$ cat config.mk
export PLATFORM = sky130hd
export DESIGN_NAME = uart_poll_sched
export DESIGN_NICKNAME = d
export VERILOG_FILES = /design/src/rtl/uart_poll_sched.sv
export SDC_FILE = /design/constraint.sdc
export NUM_CORES = 1
export LEC_CHECK = 0
export BUFFER_PORTS_ARGS = -buffer_cell sky130_fd_sc_hd__clkbuf_2
export CAP_MARGIN = 25
export CELL_PAD_IN_SITES_DETAIL_PLACEMENT = 0
export CELL_PAD_IN_SITES_GLOBAL_PLACEMENT = 1
export CORE_UTILIZATION = 46
export CTS_BUF_LIST = sky130_fd_sc_hd__clkbuf_4
export DETAILED_ROUTE_END_ITERATION = 16
export PLACE_DENSITY_LB_ADDON = 0.1
export SYNTH_ARGS = -nofsm -noshare
export SYNTH_HDL_FRONTEND = slang
export SYNTH_SLANG_ARGS = --single-unit
$ cat constraint.sdc
create_clock -name clk80MHz -period 2.2 [get_ports clk80MHz]
set_input_delay 0.44 -clock clk80MHz [delete_from_list [all_inputs] [get_ports clk80MHz]]
set_output_delay 0.44 -clock clk80MHz [all_outputs]
set_load 0.02 [all_outputs]
$ cat src/rtl/uart_poll_sched.sv
// Round-robin RS485 poll scheduler: sends a request on each channel in turn,
// collects a fixed-length response into a shared buffer and reports per-channel ok/err.
module uart_poll_sched #(
    parameter int NCH    = 5,
    parameter int NBYTES = 20,
    parameter int TO_CYC = 4000,
    parameter int GUARD  = 16
) (
    input  logic           clk80MHz,
    input  logic           rst,
    input  logic           start,
    input  logic           tx_done,
    input  logic           rx_valid,
    input  logic [7:0]     rx_data,
    output logic [2:0]     sel,
    output logic           tx_start,
    output logic [NCH-1:0] UART_dTX,
    output logic [NCH-1:0] UART_dRX,
    output logic           buf_we,
    output logic [6:0]     buf_addr,
    output logic [7:0]     buf_data,
    output logic [NCH-1:0] ok,
    output logic [NCH-1:0] err,
    output logic           cycle_done,
    output logic           busy,
    output logic           overrun
);

    localparam int TW = (TO_CYC < 2) ? 1 : $clog2(TO_CYC + 1);
    localparam int GW = (GUARD < 2)  ? 1 : $clog2(GUARD + 1);
    localparam int CW = (NBYTES < 2) ? 1 : $clog2(NBYTES + 1);

    typedef enum logic [2:0] {
        S_IDLE,
        S_TX,
        S_GUARD,
        S_RX,
        S_NEXT
    } state_t;

    state_t         state_q;
    logic [2:0]     sel_q;
    logic [6:0]     base_q;
    logic [NCH-1:0] drv_q;
    logic [GW-1:0]  guard_q;
    logic [TW-1:0]  timer_q;
    logic [CW-1:0]  cnt_q;
    logic [NCH-1:0] workOk_q;
    logic [NCH-1:0] workErr_q;
    logic [NCH-1:0] ok_q;
    logic [NCH-1:0] err_q;
    logic           txStart_q;
    logic           bufWe_q;
    logic [6:0]     bufAddr_q;
    logic [7:0]     bufData_q;
    logic           cycleDone_q;
    logic           busy_q;
    logic           overrun_q;

    logic [NCH-1:0] selOneHot;
    logic [NCH-1:0] workOk_d;
    logic [NCH-1:0] workErr_d;
    logic           lastSel;
    logic           lastByte;
    logic           timeout;
    logic           rxFinish;

    // A byte arriving on the expiry clock wins over the timeout.
    always_comb begin
        selOneHot = NCH'(1) << sel_q;
        lastSel   = (sel_q == 3'(NCH - 1));
        lastByte  = rx_valid && (cnt_q == CW'(NBYTES - 1));
        timeout   = !rx_valid && (timer_q == '0);
        rxFinish  = lastByte || timeout;
        workOk_d  = workOk_q  | (lastByte ? selOneHot : '0);
        workErr_d = workErr_q | (timeout  ? selOneHot : '0);
    end

    always_ff @(posedge clk80MHz or negedge rst) begin
        if (!rst) begin
            state_q     <= S_IDLE;
            sel_q       <= '0;
            base_q      <= '0;
            drv_q       <= '0;
            guard_q     <= '0;
            timer_q     <= '0;
            cnt_q       <= '0;
            workOk_q    <= '0;
            workErr_q   <= '0;
            ok_q        <= '0;
            err_q       <= '0;
            txStart_q   <= 1'b0;
            bufWe_q     <= 1'b0;
            bufAddr_q   <= '0;
            bufData_q   <= '0;
            cycleDone_q <= 1'b0;
            busy_q      <= 1'b0;
            overrun_q   <= 1'b0;
        end else begin
            txStart_q   <= 1'b0;
            bufWe_q     <= 1'b0;
            cycleDone_q <= 1'b0;
            // The final NEXT clock is the cycle_done clock; a start there is dropped silently.
            overrun_q   <= start && (state_q != S_IDLE) && !cycleDone_q;

            case (state_q)
                S_IDLE: begin
                    if (start) begin
                        sel_q     <= '0;
                        base_q    <= '0;
                        workOk_q  <= '0;
                        workErr_q <= '0;
                        drv_q     <= NCH'(1);
                        txStart_q <= 1'b1;
                        busy_q    <= 1'b1;
                        state_q   <= S_TX;
                    end
                end
                S_TX: begin
                    if (tx_done) begin
                        guard_q <= GW'(GUARD);
                        state_q <= S_GUARD;
                    end
                end
                S_GUARD: begin
                    if (guard_q <= GW'(1)) begin
                        drv_q   <= '0;
                        cnt_q   <= '0;
                        timer_q <= TW'(TO_CYC);
                        state_q <= S_RX;
                    end else begin
                        guard_q <= guard_q - 1'b1;
                    end
                end
                S_RX: begin
                    if (rx_valid) begin
                        bufWe_q   <= 1'b1;
                        bufAddr_q <= base_q + 7'(cnt_q);
                        bufData_q <= rx_data;
                        cnt_q     <= cnt_q + 1'b1;
                        timer_q   <= TW'(TO_CYC);
                    end else if (!timeout) begin
                        timer_q <= timer_q - 1'b1;
                    end
                    if (rxFinish) begin
                        workOk_q  <= workOk_d;
                        workErr_q <= workErr_d;
                        state_q   <= S_NEXT;
                        if (lastSel) begin
                            ok_q        <= workOk_d;
                            err_q       <= workErr_d;
                            cycleDone_q <= 1'b1;
                        end
                    end
                end
                S_NEXT: begin
                    if (!lastSel) begin
                        sel_q     <= sel_q + 3'd1;
                        base_q    <= base_q + 7'(NBYTES);
                        drv_q     <= selOneHot << 1;
                        txStart_q <= 1'b1;
                        state_q   <= S_TX;
                    end else begin
                        busy_q  <= 1'b0;
                        state_q <= S_IDLE;
                    end
                end
                default: state_q <= S_IDLE;
            endcase
        end
    end

    assign sel        = sel_q;
    assign tx_start   = txStart_q;
    assign UART_dTX   = drv_q;
    assign UART_dRX   = drv_q;
    assign buf_we     = bufWe_q;
    assign buf_addr   = bufAddr_q;
    assign buf_data   = bufData_q;
    assign ok         = ok_q;
    assign err        = err_q;
    assign cycle_done = cycleDone_q;
    assign busy       = busy_q;
    assign overrun    = overrun_q;

endmodule

After elaboration in Yosys (flattened, before gate mapping)

Cells that the tools add are included.

Logic and storage cells: 111
Input bits: 13
Flip-flop bits (word level): 80

$lt $le $gt $ge: 1
Reduce and logical (&&, ||, !) cells: 25
Add/subtract/negate cells: 6
Multiplexer cells: 43
Shift operators: 1
Bitwise logic cells: 2
Equality and inequality tests: 15

Operator list:

| operator                | number |
|---|---|
| $mux W5                 | 11 |
| $pmux W5 S2             | 4 |
| $mux W12                | 3 |
| $pmux W12 S2            | 1 |
| $reduce_and A3 Y1       | 7 |
| $mux W3                 | 6 |
| $ne A2 B2 Y1 const B    | 8 |
| $pmux W3 S5             | 1 |
| $pmux W5 S3             | 1 |
| $mux W7                 | 2 |
| $pmux W7 S2             | 1 |
| $logic_not A12 Y1       | 1 |
| $sub A12 B1 Y12 const B | 1 |
| $mux W1                 | 10 |
| $or A5 B5 Y5            | 2 |
| $reduce_and A4 Y1       | 2 |
| $reduce_bool A2 Y1      | 4 |
| $add A7 B5 Y7           | 1 |
| $add A7 B5 Y7 const B   | 1 |
| $eq A3 B2 Y1 const B    | 2 |
| $eq A3 B3 Y1 const B    | 2 |
| $pmux W3 S2             | 1 |
| $reduce_bool A3 Y1      | 2 |
| $add A5 B1 Y5 const B   | 1 |
| other kinds (13)        | 18 |

Logic depth before layout (Yosys ltp)

Gate-level depths: netlist of run 1.

Depth in word-level cells: 6
Depth in mapped cells: 9
Mapped depth without buffers: 7

Worst setup path after synthesis of run 1

Ideal clock, no wire load.

Kind: reg-to-reg
From: register timer_q[0]
To: register ok_q[0] (netlist: ok[0])
Period minus slack after synthesis: 1792 ps
Arrival time: 1666 ps
Slack: 408 ps
Cell stages (with the launch flop): 9
Path through: dfrtp_1 -> inv_1 -> ha_1 -> nor3b_1 -> and4_1 -> buf_6 -> o21ai_4 -> buf_6 -> mux2_4

Longest elaborated chain between the ends: 4

Ends and longest elaborated chain:

| item                               | line | source |
|---|---|---|
| start, declared                    | 46   | `logic [TW-1:0] timer_q;` |
| start signal, assigned             | 129  | `timer_q <= TW'(TO_CYC);` |
| start signal, assigned             | 141  | `timer_q <= TW'(TO_CYC);` |
| start signal, assigned             | 143  | `timer_q <= timer_q - 1'b1;` |
| $logic_not A12 Y1                  | 73   | `timeout = !rx_valid && (timer_q == '0);` |
| $logic_and A1 B1 Y1                | 73   |  |
| $logic_or A1 B1 Y1                 | 74   | `rxFinish = lastByte \|\| timeout;` |
| $reduce_and A3 Y1 (no source line) | n/a  |  |
| end signal, assigned               | 150  | `ok_q <= workOk_d;` |
| end, declared                      | 50   | `logic [NCH-1:0] ok_q;` |

No other way between the ends.
A chain may end at the register's enable or synchronous reset.

Worst setup path in the final report of run 1

From: register timer_q[0]
To: register err_q[1] (netlist: err[1])

Longest elaborated chain between the ends: 4
Elaborated cells between the ends (all ways): 6
Those cells by class: mux: 1; bitwise: 1; reduce/logical: 4

Ends and longest elaborated chain:

| item                                                     | line   | source |
|---|---|---|
| $logic_not A12 Y1 *                                      | 73     |  |
| $logic_and A1 B1 Y1 *                                    | 73     |  |
| $mux W5 / $logic_or A1 B1 Y1 (equally long branches)     | 76, 74 |  |
| $or A5 B5 Y5 / $reduce_and A3 Y1 (equally long branches) | n/a    |  |
| end signal, assigned                                     | 151    | `err_q <= workErr_d;` |
| end, declared                                            | 51     | `logic [NCH-1:0] err_q;` |

Every way passes the cells marked *; elsewhere a longest branch is shown, timed or not.

==> results.md, run 1 <==
- NumNets Final: 468
- Fillers: 729
- Antenna-violating nets left: 0
- Die H: 92.38 um
- Reg2Reg Depth: 6
- Via count: 2790
- Max_cap viols: 0
- Gr ovfl total: 0
- Setup Buffers After CTS: 0
- Final Hold Viols: 0
- Clk_lat worst skew: 0.42 ns
- Reg2reg setup slack: 0.21 ns
- Iter 0 DRT Violations: 95
- Synth Flop Type: dfrtp_1
- DRT Pass-1 Iters: 4
- Period utilisation layout: 90.67%
- HP Class: input pin to flop
- Net Count, Synth: 403
- Max stage delay on crit path: 0.40 ns
- Mapped Avg Cell Area: 10.02 um^2
- Worst Path Required: 2.52 ns
- Register area share after synthesis: 51.95%
- Routed WL per cell: 13.91 um
- Final total power: 5.147 mW
- Cell Int Power: 3.024 mW
- Initial antenna violation count: 0
- Sequential cell area: 1952 um^2
- Switching Fraction: 41.24%
- CTS H-tree depth: 3
- Number of port buffers: 55
- Syn Std Cell Area: 3757 um^2
- Max Clk Rate: 501.3 MHz
- Area leader, netlist: dfrtp_1
- Worst Hold End: buf_data[7]$_DFFE_PN0P_
- Hold_ws: 0.2071 ns
- Site Rows: 32
- Lkg Pwr: 2.153 nW
- Via density: 5.110
- # IOs: 56
- Worst hold path startpoint: rx_data[7]
- Synth area leaders: dfrtp_1 52%, nand2_1 6.3%, ha_1 5.0%, nor2_1 3.3%, a21oi_1 3.2%
- Unrepaired setup endpoints after global routing: false
- Number of flops mapped to enable cells by yosys: 0
- Clk slew on worst S/H paths: 0.12 ns
- Slew Limit Fails: 0
- TritonCTS clock tree: done
- Setup crit start: timer_q[0]$_DFFE_PN0P_
- Clock Path Buffers: 2
- Inserted Diodes: 0
- FF-to-FF Start: timer_q[0]$_DFFE_PN0P_
- Die ar.: 8533 um^2
- Share of cells above drive strength 1: 22.97%
- Sw power: 2.123 mW
- Unique masters post-synth: 55
- Gr usage total: 19.60%
- Root Driver: clkbuf_4
- First-pass GRT wire length: 12950 um
- PwrDens: 1190 nW/um^2
- Area occupied by multi-input gates: 1653 um^2
- Combinational share of power: 40.3%
- Register bit total from synthesis: 78
- Outcome: completed
- Worst-path fanout max: 13
- Core box area: 7807 um^2
- Hpwl dp: 5507 um
- Worst VDD drop: 0.5701 mV
- Syn Inst Count: 375
- Top-count cell post-synth: dfrtp_1
- Critical Path Start Type: flop
- CP arrival: 2.31 ns
- CP cell instances: inv_1, ha_1, nor3b_1, and4_2, o21ai_4, mux2_2
- Worst slew pin tran: 0.6554 ns
- Max_slew headroom: 55.84%
- Setup skew after layout: 0.01005 ns
- Setup Crit Path Kind: flop to flop
- Vias in the first global route: 2662
- Top cells by count, synth: 78 x dfrtp_1, 63 x nand2_1, 33 x nor2_1
- Clock Sinks: 78
- Clock share of power: 16.2%
- Synth-to-layout area growth: 15.08%
- Worst Hold Depth: 3
- Reg2reg end: err[1]$_DFFE_PN0P_
- GP Congestion: 0.8182
- Die W: 92.38 um
- Part of the power in registers: 43.5%
- Starting Density: 48.13%
- Total Wirelength: 7593 um
- Top cell type's share of synthesized area: 51.95%
- Setup TNS Final: 0 ns
- Endpoint class of the critical path: flop
- # DRC: 0
- CTS Buf Count: 9
- Synth warn: 0
- Final setup violation count: 0
- Worst path slowest cell: dfrtp_1
- Crit path time final: 1.995 ns
- Synth async-reset ratio: 100.0%
- Largest net degree at the start of global routing: 43
timing repair:
item	CTS	global route
hold buffers	1	0
endpoints found under the setup margin	0	4
endpoints found under the hold margin	4	0
gates resized for setup	0	2
cell usage in the layout (no fill, tap or decap), types with 2 or more instances in the layout:
cell and instances:
dfrtp_1 78, nand2_1 62, o41ai_1 2, nor2b_1 4, xor2_1 4, or3_1 7, ha_1 15, nor4_1 3
mux2_4 3, buf_4 15, inv_1 13, nand4_1 3, a31oi_1 3, clkinv_2 2, clkbuf_4 10, nor3_1 12
nor2_1 33, clkbuf_2 54, nand3_1 13, o31ai_1 3, nor3b_1 2, a21o_1 5, xnor2_1 11, mux2_2 4
nand2b_1 4, a21oi_1 24, o21ai_0 20, a22o_1 3, clkinv_1 2
power groups by stage:
stage | clock, mW | combinational (mW) | sequential [mW]
6_report | 0.835 | 2.07 | 2.24
5_1_grt | 0.916 | 2.37 | 2.31
4_1_cts | 0.860 | 2.10 | 2.24
3_5_place_dp | 0 | 2.09 | 2.27
3_3_place_gp | 0 | 2.07 | 2.25
2_1_floorplan | 0 | 1.31 | 2.38
worst max-delay path, delay by kind of cell, from the launching register on:
kind                     cells  cell delay, ns
AO/OA/AOI/OAI                1            0.37
adder cells (fa/ha/maj)      1            0.20
buffers and inverters        1            0.09
flip-flops                   1            0.40
multiplexers                 1            0.38
AND/OR/NAND/NOR              2            0.46
per-stage QoR:
stage / utilization (%) / cells / instance area, um^2 / setup WS [ns]
after CTS: 55.34 / 546 / 4320 / 0.1247
after global placement: 53.59 / 530 / 4184 / 0.1990
after floorplan: - / 375 / 3757 / 0.4084
after detailed placement: 53.59 / 530 / 4184 / 0.1664
final: 55.38 / 546 / 4324 / 0.2052
after global routing: 55.38 / 546 / 4324 / 0.05212
sequential cells by signal, summed over array words and instances, names as in the netlist, 3 cells and up:
name       count
timer_q       12
buf_data       8
buf_addr       7
UART_dRX       5
base_q         5
cnt_q          5
err            5
guard_q        5
ok             5
workErr_q      5
workOk_q       5
sel            3
state_q        3
routing by layer:
| metal | share of wire (%) | wire [um] | global-route usage (%) |
|---|---|---|---|
| met1 | 49 | 3710 | 26.74 |
| met3 | 3.5 | 268 | 4.433 |
| met2 | 46 | 3515 | 31.05 |
| met5 | 0 | 0 | 0 |
| met4 | 1.3 | 98 | 6.250 |
worst max path at each step:
stage               slack [ns]                       to
global route              0.05   timer_q[7]$_DFFE_PN0P_
detailed placement        0.17  UART_dRX[1]$_DFFE_PN0P_
CTS                       0.12  UART_dRX[2]$_DFFE_PN0P_
finish                    0.21       err[1]$_DFFE_PN0P_
global placement          0.20  UART_dRX[2]$_DFFE_PN0P_
floorplan                 0.41        ok[0]$_DFFE_PN0P_
cell type report:
cell class	count	area share (%)
flip-flops and latches	78	45.14
multi-input cells	266	38.22
repair buffers	71	9.549
well taps	102	2.951
clock buffers	10	1.736
inverters	14	1.215
clock inverters	5	1.186
logic make-up (layout without fill, tap and decap cells):
kind of cell	count (synthesis)	after routing	synth area share (%)
buf+inv	31	100	4.162
xor+xnor	15	15	3.496
mux	8	8	2.664
fa+ha+maj	15	15	4.995
simple gates	157	157	20.98
compound gates	70	70	11.66
other cells	1	1	0.09980
flops	78	78	51.95
Power figures use the tool's default switching activity.
==> inputs of run 2 (changes only) <==
--- a/config.mk
+++ b/config.mk
@@ -5,13 +5,15 @@
 export SDC_FILE = /design/constraint.sdc
 export NUM_CORES = 1
 export LEC_CHECK = 0
+export ABC_AREA = 1
 export BUFFER_PORTS_ARGS = -buffer_cell sky130_fd_sc_hd__clkbuf_2
-export CAP_MARGIN = 25
+export CAP_MARGIN = 20
 export CELL_PAD_IN_SITES_DETAIL_PLACEMENT = 0
 export CELL_PAD_IN_SITES_GLOBAL_PLACEMENT = 1
-export CORE_UTILIZATION = 46
+export CORE_UTILIZATION = 44
 export CTS_BUF_LIST = sky130_fd_sc_hd__clkbuf_4
 export DETAILED_ROUTE_END_ITERATION = 16
+export MAX_ROUTING_LAYER = met4
 export PLACE_DENSITY_LB_ADDON = 0.1
 export SYNTH_ARGS = -nofsm -noshare
 export SYNTH_HDL_FRONTEND = slang
==> run 2 against run 1 <==
  * Die area grew 11%
  * Register-to-register slack improved by 0.07 ns
  * Clock power is 3.8% higher
  * Global-route usage is 1.7 points higher
  * First-iteration DRC count grew 36%
  * Sequential power fell by 2%
  * Critical endpoint is now UART_dRX[1]$_DFFE_PN0P_
  * Design area is 4.3% higher
  * Final cell count increased by 24%
  * Combinational power up 29%
==> results.md, run 2 <==
- Synth area leaders: dfrtp_1 49%, nand2_1 17%, ha_1 4.7%, inv_1 4.0%, nand3_1 3.8%
- DP Worst Slack: 0.2856 ns (+0.1192 ns)
- Core box area: 8763 um^2 (+12%)
- Unique masters post-synth: 30 (-45%)
- Max_cap viols: 0 (unchanged)
- Clock Sinks: 78 (unchanged)
- Final setup violation count: 0 (unchanged)
- Total Wirelength: 8952 um (+18%)
- HP Class: input pin to flop
- Cells after DPL: 662 (+25%)
- Inserted Diodes: 0 (unchanged)
- GP Congestion: 0.8809 (+7.7%)
- Antenna-violating nets left: 0 (unchanged)
- Synth Flop Type: dfrtp_1
- Top-count cell post-synth: nand2_1
- GR peak layer: met2
- NumNets Final: 594 (+27%)
- TritonCTS clock tree: done
- Number of flip-flops in the largest register: 12 (unchanged)
- DRT Pass-1 Iters: 4 (unchanged)
- PwrDens: 1273 nW/um^2 (+6.9%)
- Mapped Avg Cell Area: 7.894 um^2 (-21%)
- Syn Inst Count: 505 (+35%)
- Slew Limit Fails: 0 (unchanged)
- Hold buffers post-CTS: 1 (unchanged)
- Final total power: 5.742 mW (+12%)
- Sw power: 2.688 mW (+27%)
- Biggest register: timer_q
- # IOs: 56 (unchanged)
- Synth-to-layout area growth: 13.18%
- Setup Buffers After CTS: 0 (unchanged)
- Unrepaired setup endpoints after global routing: false
- Net Count, Synth: 533 (+32%)
- Period utilisation layout: 87.32% (-3.3 points)
- Post-route setup slack: 0.2789 ns (+0.07368 ns)
- Cell Int Power: 3.054 mW (+0.98%)
- Outcome: completed
- Die W: 97.19 um (+5.2%)
- Most common cell after layout, fill and taps aside: nand2_1
- Vias in the first global route: 3200 (+20%)
- Via density: 4.838 (-5.3%)
- Setup TNS Final: 0 ns (unchanged)
- Final Hold Viols: 0 (unchanged)
- First-pass GRT wire length: 15560 um (+20%)
- Hpwl dp: 6505 um (+18%)
- Non-filler cells, final: 678 (+24%)
- CTS Buf Count: 9 (unchanged)
- Number of flops mapped to enable cells by yosys: 0 (unchanged)
- Worst path slowest cell: dfrtp_1
- Clock share of power: 15.1% (-1.1 points)
- Clk slew on worst S/H paths: 0.13 ns (about the same)
- Clock Path Buffers: 2 (unchanged)
- CP arrival: 2.23 ns (-0.08 ns)
- Site Rows: 34 (+6.3%)
- Post-CTS sizing: 0 (unchanged)
- Root Driver: clkbuf_4
- Synth async-reset ratio: 100.0% (unchanged)
- Clk_lat worst skew: 0.43 ns (about the same)
- Combinational share of power: 46.6% (+6.3 points)
- Gr ovfl total: 0 (unchanged)
- Post-route cell area: 4512 um^2 (+4.3%)
- Largest net degree at the start of global routing: 35 (-19%)
- GRT met2 Usage: 33.10% (+2.0 points)
- Register area share after synthesis: 48.96% (-3.0 points)
- Critical Path Start Type: flop
- CP cell instances: inv_1, ha_1, nand2_1, inv_1, nor2_2, inv_2, o21ai_1, nand3_1, nand2_1, o21ai_1
- Part of the power in registers: 38.3% (-5.2 points)
- Synth warn: 0 (unchanged)
- Crit path time final: 1.921 ns (-0.07368 ns)
- Iter 0 DRT Violations: 129 (+36%)
- Gr usage total: 21.28% (+1.7 points)
- Global Route met3 Usage: 3.237% (-1.2 points)
- Setup Crit Path Kind: flop to flop
- Number of port buffers: 55 (unchanged)
- Endpoint class of the critical path: flop
- Routed WL per cell: 13.20 um (-5.1%)
- Syn Std Cell Area: 3986 um^2 (+6.1%)
- Initial antenna violation count: 0 (unchanged)
- Top cells by count, synth: 185 x nand2_1, 78 x dfrtp_1, 43 x inv_1
- Max Clk Rate: 520.5 MHz (+3.8%)
- # DRC: 0 (unchanged)
- Register bit total from synthesis: 78 (unchanged)
- Top cell type's share of synthesized area: 48.96% (-3.0 points)
- Lkg Pwr: 2.442 nW (+13%)
- CTS H-tree depth: 3 (unchanged)
- Met1 usage: 28.67% (+1.9 points)
- Worst-path fanout max: 10 (-3)
- Worst VDD drop: 0.6813 mV (+20%)
- Area leader, netlist: dfrtp_1
- Via count: 3280 (+18%)
- Share of cells above drive strength 1: 16.67% (-6.3 points)
- Starting Density: 45.49% (-2.6 points)
- Most frequent cells in the layout: 185 x nand2_1, 78 x dfrtp_1, 54 x clkbuf_2
- Die ar.: 9445 um^2 (+11%)
- Worst Path Required: 2.51 ns (about the same)
- Post-DP Area: 4372 um^2 (+4.5%)
- Switching Fraction: 46.81% (+5.6 points)
- Max stage delay on crit path: 0.42 ns (+0.02 ns)
- Die H: 97.19 um (+5.2%)
- Setup skew after layout: 0.01335 ns (+0.003300 ns)
[run 2: cell types whose count changed in the layout (fill, tap and decap cells not counted), moves of 8 or more]
cell | before | now
nand4_1 | 3 | 14
nand2_1 | 62 | 185
a21oi_1 | 24 | 6
nand3_1 | 13 | 30
xnor2_1 | 11 | 3
inv_1 | 13 | 43
o21ai_1 | 0 | 22
[run 2: power groups by stage]
stage | Combinational [mW] | Clock (mW) | Sequential, mW
after CTS | 2.71 | 0.892 | 2.20
after global placement | 2.67 | 0 | 2.23
after detailed placement | 2.69 | 0 | 2.23
final | 2.68 | 0.867 | 2.20
after floorplan | 1.80 | 0 | 2.39
after global routing | 3.06 | 0.961 | 2.27
[run 2: worst max-delay path: cells and delay by family (launching register included)]
| family | cells | cell delay, ns |
|---|---|---|
| AOI/OAI and AO/OA | 2 | 0.16 |
| adders and majority gates | 1 | 0.22 |
| buffers and inverters | 3 | 0.34 |
| DFF | 1 | 0.42 |
| and+or+nand+nor | 4 | 0.68 |
[run 2: cells by family (layout without fill, tap and decap cells)]
family	after synthesis	in the layout	share of synthesized area [%]
flip-flops	78	78	48.96
adder cells (fa/ha/maj)	15	15	4.708
XOR/XNOR	7	7	1.538
AO/OA/AOI/OAI	54	54	7.188
AND/OR/NAND/NOR	284	284	30.16
buffers and inverters	65	130	7.093
other	1	1	0.09407
multiplexers	1	1	0.2511
[run 2: path summary, 6_finish.rpt]
check,start,to,slack (ns),cells past startpoint
min,rx_data[0],buf_data[0]$_DFFE_PN0P_,0.19,3
max reg2reg,sel[0]$_DFFE_PN0P_,UART_dRX[1]$_DFFE_PN0P_,0.28,10
min in group asynchronous,rst,cnt_q[0]$_DFFE_PN0P_,0.49,2
min reg2reg,buf_addr[2]$_DFFE_PN0P_,buf_addr[2]$_DFFE_PN0P_,0.49,2
max,sel[0]$_DFFE_PN0P_,UART_dRX[1]$_DFFE_PN0P_,0.28,10
max in group asynchronous,rst,base_q[6]$_DFFE_PN0P_,1.11,3
[run 2: stage by stage]
stage	hold WS (ns)	util [%]
2_1_floorplan	0.1444	-
6_report	0.1936	51.48
3_3_place_gp	0.4255	49.89
5_1_grt	0.1663	51.48
3_5_place_dp	0.4300	49.89
4_1_cts	0.1716	51.48
[run 2: area by class of cell]
cell class | instances | area [um^2]
multi-input combinational | 362 | 1752
sequential | 78 | 1952
fill | 867 | 4252
tap | 108 | 135.1
inverter | 50 | 187.7
timing repair buffer | 65 | 355.3
clock buffer | 9 | 67.56
clock inverter | 6 | 62.56
[run 2: per-layer routing]
metal	up-vias	wire (um)
li1	1731	-
met1	1485	4418
met2	54	4092
met3	10	320
met4	0	121
met5	-	0
